[src/rtl/complex_pair_gather.sv]
// complex_pair_gather: pairs consecutive packed complex samples into (a, b) and buffers them in a FIFO.
// Optional feature macro COMPLEX_PAIR_SYNC_EN adds s_first / sync_err for 'a'-sample realignment.
module complex_pair_gather #(
    parameter int BITS  = 16,
    parameter int DEPTH = 4
) (
    input  logic                   clk,
    input  logic                   rst,
    input  logic                   s_valid,
    output logic                   s_ready,
    input  logic [BITS-1:0]        s_data,
`ifdef COMPLEX_PAIR_SYNC_EN
    input  logic                   s_first,
    output logic                   sync_err,
`endif
    input  logic                   flush,
    input  logic                   out_ready,
    output logic                   out_valid,
    output logic [BITS-1:0]        a,
    output logic [BITS-1:0]        b,
    output logic [$clog2(DEPTH):0] count
);
    localparam int AW = $clog2(DEPTH);
    localparam int CW = AW + 1;

    typedef enum logic {IDLE, HAVE_A} state_t;

    state_t            state;
    logic [BITS-1:0]   hold;
    logic [2*BITS-1:0] mem [DEPTH];
    logic [AW-1:0]     wr_ptr;
    logic [AW-1:0]     rd_ptr;
    logic              accept;
    logic              push;
    logic              pop;
    logic              resync;

    // NOTE: every signal below is assigned on every pass, so no latch can be inferred.
    always_comb begin
        pop     = out_ready && (count != '0);
        s_ready = !flush && ((state == IDLE) || (count < CW'(DEPTH)) || pop);
        accept  = s_valid && s_ready;
`ifdef COMPLEX_PAIR_SYNC_EN
        resync  = accept && (state == HAVE_A) && s_first;
`else
        resync  = 1'b0;
`endif
        push    = accept && (state == HAVE_A) && !resync;
    end

    // Pairing FSM: a held 'a' sample waits here until its 'b' arrives.
    always_ff @(posedge clk or posedge rst) begin
        if (rst) begin
            state    <= IDLE;
            hold     <= '0;
`ifdef COMPLEX_PAIR_SYNC_EN
            sync_err <= 1'b0;
`endif
        end else begin
`ifdef COMPLEX_PAIR_SYNC_EN
            sync_err <= resync;
`endif
            if (flush) begin
                state <= IDLE;
            end else if (accept) begin
                if ((state == IDLE) || resync) begin
                    hold  <= s_data;
                    state <= HAVE_A;
                end else begin
                    state <= IDLE;
                end
            end
        end
    end

    // NOTE: the storage array has no reset; count and the pointers define which entries are live.
    always_ff @(posedge clk) begin
        if (push) begin
            mem[wr_ptr] <= {hold, s_data};
        end
    end

    // A pop at full reads the old head while the same-cycle push overwrites that slot.
    always_ff @(posedge clk or posedge rst) begin
        if (rst) begin
            wr_ptr <= '0;
            rd_ptr <= '0;
            count  <= '0;
        end else begin
            if (push) wr_ptr <= wr_ptr + AW'(1);
            if (pop)  rd_ptr <= rd_ptr + AW'(1);
            count <= count + CW'(push) - CW'(pop);
        end
    end

    always_ff @(posedge clk or posedge rst) begin
        if (rst) begin
            out_valid <= 1'b0;
            a         <= '0;
            b         <= '0;
        end else begin
            out_valid <= pop;
            if (pop) begin
                {a, b} <= mem[rd_ptr];
            end
        end
    end

endmodule

[config.mk]
export PLATFORM = sky130hd
export DESIGN_NAME = complex_pair_gather
export DESIGN_NICKNAME = d
export VERILOG_FILES = /design/src/rtl/complex_pair_gather.sv
export SDC_FILE = /design/constraint.sdc
export NUM_CORES = 1
export LEC_CHECK = 0
export ABC_AREA = 1
export CORE_AREA = 5 5 141 143
export CTS_CLUSTER_DIAMETER = 30
export DETAILED_ROUTE_END_ITERATION = 10
export DIE_AREA = 0 0 146 148
export PLACE_DENSITY_LB_ADDON = 0.05
export SLEW_MARGIN = 0
export SYNTH_ARGS = -nofsm -noshare
export SYNTH_HDL_FRONTEND = slang
export SYNTH_SLANG_ARGS = --single-unit
export TNS_END_PERCENT = 10
[constraint.sdc]
create_clock -name clk -period 3 [get_ports clk]
set_clock_uncertainty 0.1 [all_clocks]
set_input_delay 0.3 -clock clk [delete_from_list [all_inputs] [get_ports clk]]
set_output_delay 0.3 -clock clk [all_outputs]
set_load 0.05 [all_outputs]
==> results.sh, run 1 <==
export IMPL_wl_per_cell_um=16.5
export IMPL_crit_type="flop to primary output"
export IMPL_final_cell_area_mm2=0.00863
export IMPL_slew_headroom=0.533
export IMPL_min_path_type="input pin to asynchronous set/reset pin"
export IMPL_post_dp_hpwl_um=8540
export IMPL_route_vias_total=4520
export IMPL_period_share=0.777
export IMPL_drv_cap=0
export IMPL_ctsResizeCount=0
export IMPL_ir_worst_vdd_mv=0.443
export IMPL_reg2reg_slack_ns=0.86
export IMPL_worstReg2RegStart="state"
export IMPL_power_frac_comb=0.350
export IMPL_placed_area_mm2=0.00804
export IMPL_p_leak_nw=3.53
export IMPL_grt_ovfl_total=0
export IMPL_fmax_mhz=429
export IMPL_fillers=1716
export IMPL_wirelength_um=15500
export IMPL_worst_pin_slew_ns=0.701
export IMPL_post_drt_via_cell_ratio=4.79
export IMPL_layout_nets=724
export IMPL_finalSetupViolations=0
export IMPL_min_period_ns=2.33
export IMPL_diodes=0
export IMPL_die_area_mm2=0.0216
export IMPL_antenna_found_initial=0
export IMPL_grt_pass1_wl_um=25800
export IMPL_post_cts_setup_buffers=0
export IMPL_synth_top_cell_by_area="edfxtp_1"
export IMPL_cts_buffers=17
export IMPL_setup_worst_path_end_class="primary output"
export IMPL_syn_inst=635
export IMPL_root_buffer="clkbuf_16"
export IMPL_status="completed"
export IMPL_synth_area_mm2=0.00721
export IMPL_whs_ns=0.167
export IMPL_seqPwrFrac=0.393
export IMPL_intPower_mw=5.39
export IMPL_endpoint="s_ready"
export IMPL_p_per_area_mw_per_mm2=1010
export IMPL_path_depth=4
export IMPL_cts_buffer_depth=2
export IMPL_worst_path_buf_inv=2
export IMPL_drive_gt1_frac=0.0762
export IMPL_path_clk_slew_ns=0.07
export IMPL_p_switching_mw=3.28
export IMPL_critPathTopFamily="buffers and inverters"
export IMPL_ys_seq_area_frac=0.731
export IMPL_gp_congestion=0.745
export IMPL_track_usage=0.153
export IMPL_first_global_vias=4749
export IMPL_reg2reg_to="count[2]"
export IMPL_clkSinkCount=185
export IMPL_die_y_um=148
export IMPL_finalHoldViolCount=0
export IMPL_place_port_buffers=57
export IMPL_start_kind="flop"
export IMPL_ys_types=23
export IMPL_cts_hold_buf=0
export IMPL_crit_chain="nand3_2, nand2_1, inv_1, clkdlybuf4s50_1"
export IMPL_drt_iter0_markers=250
export IMPL_avgSynthCellArea_um2=11.4
export IMPL_syn_num_nets=663
export IMPL_ys_seq_elements=185
export IMPL_cts_tree="yes"
export IMPL_ant_nets=0
export IMPL_drc_errors=0
export IMPL_insertion_delay_ns=0.42
export IMPL_placementRows=50
export IMPL_area_growth_pct=19.6
export IMPL_startpoint="state"
export IMPL_synth_top_area_share=0.533
export IMPL_dr_pass1_iters=4
export IMPL_worstPathMaxFanout=5
export IMPL_setup_tns_ns=0
export IMPL_critPathSlowestCell="clkdlybuf4s50_1"
export IMPL_grt_max_degree=66
export IMPL_io_pin_count=58
export IMPL_start_util=0.391
export IMPL_drv_slew=0
export IMPL_cp_required_ns=2.60
export IMPL_cp_data_arrival_time_ns=1.93
export IMPL_rsz0062_at_grt="no"
export IMPL_coreArea_mm2=0.0185
export IMPL_pwr_share_clk=0.257
export IMPL_die_x_um=146
export IMPL_h_tree_depth=4
export IMPL_worstRegToRegCells=8
export IMPL_swShare=0.378
export IMPL_synth_area_leaders="edfxtp_1 53%, dfrtp_1 20%, nand2_1 15%, o21ai_0 2.4%, o21ai_1 2.1%"
export IMPL_cpPeakStageDelay_ns=0.79
export IMPL_synth_warnings=0
[synth_stat cells, drive strengths merged]
library cell  count
buf              22
clkbuf            7
dfrtp            57
edfxtp          128
fa                1
ha                6
inv              18
nand2           283
nand3             4
nand4             2
nor2             39
o21ai            65
xnor2             1
xor2              2
[layer usage]
layer  vias to the layer above  GRT usage  share of wire
met3                        20     0.0297          0.024
met4                         0     0.0513          0.016
met2                        66      0.261           0.49
met1                      2223      0.199           0.47
met5                         -          0              0
li1                       2211          -              -
[worst min-delay path by stage]
| stage | startpoint | to | slack [ns] | depth (start not counted) |
|---|---|---|---|---|
| after floorplan | s_data[0] | mem[0][0] | 0.30 | 0 |
| after global placement | b[13] | b[13] | 0.36 | 2 |
| after detailed placement | a[11] | a[11] | 0.36 | 2 |
| after CTS | rst | b[10] | 0.17 | 3 |
| after global routing | rst | b[10] | 0.19 | 3 |
| final | rst | b[10] | 0.17 | 3 |
[cell families (layout without fill, tap and decap cells)]
kind of cell,after synthesis,in the layout,share of synthesized area
AOI/OAI and AO/OA,65,65,0.0451
buffers and inverters,47,121,0.0316
DFF,185,185,0.731
and+or+nand+nor,328,328,0.176
xor gates and xnor gates,3,3,0.00364
adders and majority gates,7,7,0.0132
[registers in the layout, summed over array words and instances (netlist names)]
name / flops
mem: 128
a: 16
b: 16
hold: 16
count: 3
rd_ptr: 2
wr_ptr: 2
out_valid: 1
state: 1
[power by group through the flow]
stage / logic, mW / registers, mW / clock network [mW]
6_report: 3.04 / 3.41 / 2.23
5_1_grt: 3.37 / 3.47 / 2.40
4_1_cts: 3.11 / 3.42 / 2.28
3_5_place_dp: 3.09 / 3.47 / 0
3_3_place_gp: 3.07 / 3.45 / 0
2_1_floorplan: 1.34 / 4.23 / 0
[per-stage QoR]
step	power [mW]	setup WS, ns	instances	util
after CTS	8.80	0.650	943	0.467
after detailed placement	6.55	0.478	911	0.436
after floorplan	5.57	0.0576	635	-
after global placement	6.51	0.534	911	0.436
after global routing	9.24	0.587	943	0.467
final	8.68	0.670	943	0.467
[worst min-delay path, delay by kind of cell]
family / cells / cell delay, ns
buffers and inverters: 3 / 0.80
[placed cells by master (no fill, tap or decap), drive strengths merged, types with 4 or more instances in the layout]
cell type / netlist / final
o21ai: 65 / 65
clkbuf: 7 / 19
edfxtp: 128 / 128
nand2: 283 / 283
nor2: 39 / 39
nand3: 4 / 4
dfrtp: 57 / 57
ha: 6 / 6
buf: 22 / 14
inv: 18 / 20
clkdlybuf4s50: 0 / 57
clkinv: 0 / 5
[final cells by class]
cell class                 count  area, um2  share of cell area
clock inverter                13        151              0.0175
tap                          234        293              0.0339
inverter                      18       67.6             0.00783
multi-input combinational    403       1720               0.200
clock buffer                  19        433              0.0502
sequential                   185       5270               0.611
timing repair buffer          71        688              0.0798
Power figures use the tool's default switching activity.
==> run 2, diff against run 1 <==
==> constraint.sdc (replaced) <==
create_clock -name clk -period 2.2 [get_ports clk]
set_clock_uncertainty 0.1 [all_clocks]
set_input_delay 0.22 -clock clk [delete_from_list [all_inputs] [get_ports clk]]
set_output_delay 0.22 -clock clk [all_outputs]
set_load 0.05 [all_outputs]
==> run 2 against run 1 <==
Clock-buffer cell count decreased by 2; critical path type is now flop to flop; clock power increased by 39%; power increased by 38%; critical path depth increased by 4; core utilization increased by 0.94 points; combinational power increased by 39%; global-route usage increased by 0.10 points; setup slack got worse by 0.51 ns.
==> results.sh, run 2 (synthesized netlist as in run 1, its figures left out) <==
export IMPL_die_y_um=148
export IMPL_post_cts_setup_buffers=0
export IMPL_area_growth_pct=22.0
export IMPL_finalHoldViolCount=0
export IMPL_clkSinkCount=185
export IMPL_cts_buffers=17
export IMPL_cts_buffer_depth=2
export IMPL_layout_common_cells="282 x nand2_1, 128 x edfxtp_1, 56 x clkdlybuf4s50_1"
export IMPL_crit_type="flop to flop"
export IMPL_multi_input_area_mm2=0.00173
export IMPL_cp_common_cell="ha_1"
export IMPL_die_x_um=146
export IMPL_diodes=0
export IMPL_grt_ovfl_total=0
export IMPL_dr_pass1_iters=4
export IMPL_worstPathMaxFanout=5
export IMPL_route_vias_total=4504
export IMPL_placed_area_mm2=0.00820
export IMPL_first_global_vias=4625
export IMPL_cts_hold_buf=0
export IMPL_power_mw=12.0
export IMPL_largest_reg_flops=128
export IMPL_reg2reg_to="count[2]"
export IMPL_critPathSlowestCell="dfrtp_1"
export IMPL_slew_headroom=0.652
export IMPL_min_path_type="input pin to asynchronous set/reset pin"
export IMPL_finalSetupViolations=0
export IMPL_start_util=0.391
export IMPL_ctsResizeCount=0
export IMPL_p_per_area_mw_per_mm2=1360
export IMPL_final_common_cell="nand2_1"
export IMPL_cts_tree="yes"
export IMPL_wirelength_um=15800
export IMPL_rsz0062_at_grt="no"
export IMPL_wl_per_cell_um=16.6
export IMPL_path_depth=8
export IMPL_seqCellArea_mm2=0.00528
export IMPL_grt_max_degree=58
export IMPL_cp_required_ns=2.41
export IMPL_path_clk_slew_ns=0.07
export IMPL_placementRows=50
export IMPL_worst_pin_slew_ns=0.520
export IMPL_ant_nets=0
export IMPL_setup_worst_path_end_class="flop"
export IMPL_grt_pass1_wl_um=25600
export IMPL_post_dp_hpwl_um=8710
export IMPL_place_port_buffers=57
export IMPL_cpPeakStageDelay_ns=0.45
export IMPL_gp_congestion=0.717
export IMPL_fillers=1693
export IMPL_period_share=0.927
export IMPL_p_leak_nw=3.60
export IMPL_status="completed"
export IMPL_reg2reg_slack_ns=0.16
export IMPL_start_kind="flop"
export IMPL_layout_nets=733
export IMPL_die_area_mm2=0.0216
export IMPL_ir_worst_vdd_mv=0.649
export IMPL_antenna_found_initial=0
export IMPL_drv_cap=0
export IMPL_min_period_ns=2.04
export IMPL_whs_ns=0.0936
export IMPL_track_usage=0.154
export IMPL_critPathTopFamily="adder cells"
export IMPL_fmax_mhz=490
export IMPL_root_buffer="clkbuf_16"
export IMPL_io_pin_count=58
export IMPL_worst_path_buf_inv=1
export IMPL_worstRegToRegCells=8
export IMPL_crit_chain="nand3_2, nand4_1, ha_1, inv_1, ha_1, fa_2, xnor2_1, xor2_1"
export IMPL_drive_gt1_frac=0.100
export IMPL_worstReg2RegStart="state"
export IMPL_post_drt_via_cell_ratio=4.73
export IMPL_drt_iter0_markers=157
export IMPL_cp_data_arrival_time_ns=2.24
export IMPL_final_cell_area_mm2=0.00880
export IMPL_drc_errors=0
export IMPL_insertion_delay_ns=0.42
export IMPL_drv_slew=0
export IMPL_top_register="mem"
export IMPL_coreArea_mm2=0.0185
export IMPL_h_tree_depth=4
==> run 2: cell types whose count changed in the layout (fill, tap and decap cells not counted) <==
cell and change:
fa_1 -1, clkinv_4 +1, buf_4 +3, inv_6 +2, dfrtp_2 +4, clkdlybuf4s50_1 -1
fa_2 +1, clkbuf_1 -2, clkinv_1 -1, dfrtp_1 -4, buf_12 +7, clkinvlp_4 -1
clkinv_2 +1
==> run 2: through the flow <==
step / setup WS (ns) / setup TNS [ns] / util / instances
CTS: 0.137 / 0 / 0.477 / 952
floorplan: -0.178 / -23.00 / - / 635
global route: 0.0253 / 0 / 0.477 / 952
finish: 0.161 / 0 / 0.477 / 952
detailed placement: -0.122 / -0.122 / 0.444 / 920
global placement: -0.0767 / -0.0767 / 0.444 / 920
==> run 2: final cells by class <==
cell class / instances / area share
Timing Repair Buffer: 80 / 0.0955
Multi-Input combinational cell: 403 / 0.196
Clock buffer: 17 / 0.0483
Clock inverter: 15 / 0.0195
Inverter: 18 / 0.00768
Sequential cell: 185 / 0.599
Tap cell: 234 / 0.0333
==> run 2: worst max path at each step <==
stage | from | endpoint | slack, ns
floorplan | count[2] | mem[0][0] | -0.18
global placement | out_ready | count[2] | -0.08
detailed placement | out_ready | count[2] | -0.12
CTS | state | count[2] | 0.14
global route | state | count[2] | 0.03
finish | state | count[2] | 0.16
==> run 2: tightest hold or removal path: cells and delay by family <==
kind / cells / cell delay [ns]
buf+inv: 3 / 0.81
==> run 2: routing by layer <==
layer / wire (um) / track usage / vias up
met5: 0 / 0 / -
met4: 233 / 0.0480 / 0
met3: 513 / 0.0383 / 16
met2: 7530 / 0.255 / 73
met1: 7520 / 0.203 / 2190
li1: - / - / 2225
==> run 2: power by group <==
part / switching, mW / total [mW] / leakage [nW] / internal (mW)
combinational: 2.91 / 4.22 / 1.45 / 1.31
clock: 1.30 / 3.09 / 0.289 / 1.79
sequential: 0.319 / 4.65 / 1.86 / 4.33
total: 4.53 / 12.0 / 3.60 / 7.43
==> run 3, diff against run 2 <==
--- a/config.mk
+++ b/config.mk
@@ -10,6 +10,7 @@
 export CTS_CLUSTER_DIAMETER = 30
 export DETAILED_ROUTE_END_ITERATION = 10
 export DIE_AREA = 0 0 146 148
+export GPL_TIMING_DRIVEN = 0
 export PLACE_DENSITY_LB_ADDON = 0.05
 export SLEW_MARGIN = 0
 export SYNTH_ARGS = -nofsm -noshare
==> run 3 against run 2 <==
Power grew 4.3%; clock power grew 6.5%; die area is the same; critical endpoint unchanged; highest routed layer unchanged; global-route usage grew 1.3 points; critical path depth grew 2; via count grew 3.4%; first-iteration DRC count grew 70%; register-to-register slack lost 0.14 ns; largest power group unchanged; setup slack lost 0.14 ns; clock-buffer cell count grew 7; core utilization grew 0.85 points.
==> results.sh, run 3 (synthesized netlist as in run 1, its figures left out) <==
export IMPL_status="completed"
export IMPL_worstPathMaxFanout=7
export IMPL_p_leak_nw=3.66
export IMPL_io_pin_count=58
export IMPL_finalHoldViolCount=0
export IMPL_top_register="mem"
export IMPL_rsz0062_at_grt="yes"
export IMPL_die_area_mm2=0.0216
export IMPL_gp_congestion=0.766
export IMPL_setup_worst_path_end_class="flop"
export IMPL_power_mw=12.5
export IMPL_coreArea_mm2=0.0185
export IMPL_swShare=0.373
export IMPL_path_clk_slew_ns=0.07
export IMPL_clkSinkCount=185
export IMPL_h_tree_depth=4
export IMPL_layout_nets=751
export IMPL_globalRoute_busiestLayer="met2"
export IMPL_cts_buffers=17
export IMPL_grt_pass1_wl_um=27300
export IMPL_slew_headroom=0.454
export IMPL_cts_buffer_depth=2
export IMPL_worst_pin_slew_ns=0.820
export IMPL_grt_ovfl_total=0
export IMPL_intPower_mw=7.82
export IMPL_grt_max_degree=58
export IMPL_seqCellArea_mm2=0.00528
export IMPL_min_period_ns=2.18
export IMPL_power_frac_comb=0.363
export IMPL_placed_cells=930
export IMPL_fmax_mhz=458
export IMPL_finalSetupViolations=0
export IMPL_whs_ns=0.185
export IMPL_place_port_buffers=57
export IMPL_first_global_vias=4807
export IMPL_route_vias_total=4657
export IMPL_wirelength_um=17100
export IMPL_wl_per_cell_um=17.6
export IMPL_dr_pass1_iters=4
export IMPL_p_per_area_mw_per_mm2=1390
export IMPL_start_util=0.391
export IMPL_crit_type="flop to flop"
export IMPL_met1_usage=0.220
export IMPL_post_dp_hpwl_um=10500
export IMPL_seqPwrFrac=0.374
export IMPL_root_buffer="clkbuf_16"
export IMPL_drv_slew=0
export IMPL_period_share=0.992
export IMPL_ir_worst_vdd_mv=0.814
export IMPL_insertion_delay_ns=0.43
export IMPL_die_x_um=146
export IMPL_final_cells=970
export IMPL_drc_errors=0
export IMPL_start_kind="flop"
export IMPL_drive_gt1_frac=0.110
export IMPL_track_usage=0.167
export IMPL_ant_nets=0
export IMPL_reg2reg_slack_ns=0.02
export IMPL_pwr_share_clk=0.264
export IMPL_multi_input_area_mm2=0.00179
export IMPL_final_core_util=0.485
export IMPL_p_switching_mw=4.66
export IMPL_cp_required_ns=2.42
export IMPL_diodes=0
export IMPL_cts_tree="yes"
export IMPL_cp_data_arrival_time_ns=2.40
export IMPL_drv_cap=0
export IMPL_fillers=1661
export IMPL_cts_hold_buf=0
export IMPL_drt_iter0_markers=267
export IMPL_met3_usage=0.0359
export IMPL_largest_reg_flops=128
export IMPL_min_path_type="input pin to asynchronous set/reset pin"
export IMPL_layout_common_cells="281 x nand2_1, 128 x edfxtp_1, 56 x clkdlybuf4s50_1"
export IMPL_post_drt_via_cell_ratio=4.80
export IMPL_final_cell_area_mm2=0.00896
export IMPL_placed_area_mm2=0.00821
export IMPL_final_common_cell="nand2_1"
export IMPL_area_growth_pct=24.2
export IMPL_grt_met2_usage=0.277
export IMPL_die_y_um=148
export IMPL_antenna_found_initial=0
export IMPL_placementRows=50
## run 3: cell count changes in the layout (fill, tap and decap cells not counted), sizes merged
cell | previous run | this run
buf | 24 | 34
bufinv | 3 | 5
clkbuf | 17 | 31
clkinv | 6 | 3
clkinvlp | 2 | 0
dlygate4sd2 | 0 | 1
inv | 22 | 18
## run 3: final timing paths
kind / start / to / cells past startpoint
setup reg to reg: count[1] / count[2] / 10
hold / removal: rst / b[10] / 2
min in group clk: s_data[5] / hold[5] / 3
setup / recovery: count[1] / count[2] / 10
max in group asynchronous: rst / count[0] / 2
hold reg to reg: a[11] / a[11] / 2
## run 3: final cells by class
type,instances,share of cell area
well taps,234,0.0327
multi-input cells,403,0.200
inverters,18,0.00922
clock inverters,8,0.0189
plain buffers,28,0.0173
clock buffers,24,0.0515
flip-flops and latches,185,0.589
repair buffers,70,0.0817
## run 3: worst max-delay path, stage by stage (launching register included)
cell	delay, ns
dfrtp_2	0.42
nor2_2	0.12
nand2_2	0.07
nand2_4	0.13
clkinv_8	0.09
ha_4	0.26
inv_2	0.04
ha_4	0.15
fa_2	0.37
xnor2_2	0.15
xor2_1	0.16
## run 3: power by group through the flow
| stage | Sequential [mW] | Clock, mW | Combinational [mW] |
|---|---|---|---|
| after CTS | 4.67 | 3.35 | 4.53 |
| after global routing | 4.74 | 3.51 | 5.01 |
| after global placement | 4.71 | 0 | 4.40 |
| final | 4.66 | 3.29 | 4.52 |
| after floorplan | 5.77 | 0 | 1.84 |
| after detailed placement | 4.74 | 0 | 4.47 |
## run 3: timing repair
item,in CTS,in global routing
gates resized for setup,6,8
pin swaps,1,7
setup buffers,2,7
endpoints found under the setup margin,115,1
## run 3: per-stage QoR
| step | setup slack, ns | setup TNS, ns |
|---|---|---|
| after floorplan | -0.178 | -23.00 |
| after global placement | -1.28 | -211.60 |
| after detailed placement | -0.768 | -50.82 |
| after CTS | -0.0242 | -0.0242 |
| after global routing | -0.0952 | -0.875 |
| final | 0.0177 | 0 |
## run 3: routing by layer
metal	part of all wire	vias to the layer above	routed length [um]
met5	0	-	0
met4	0.011	0	188
met3	0.041	13	693
met2	0.50	106	8580
met1	0.45	2273	7600
li1	-	2265	-
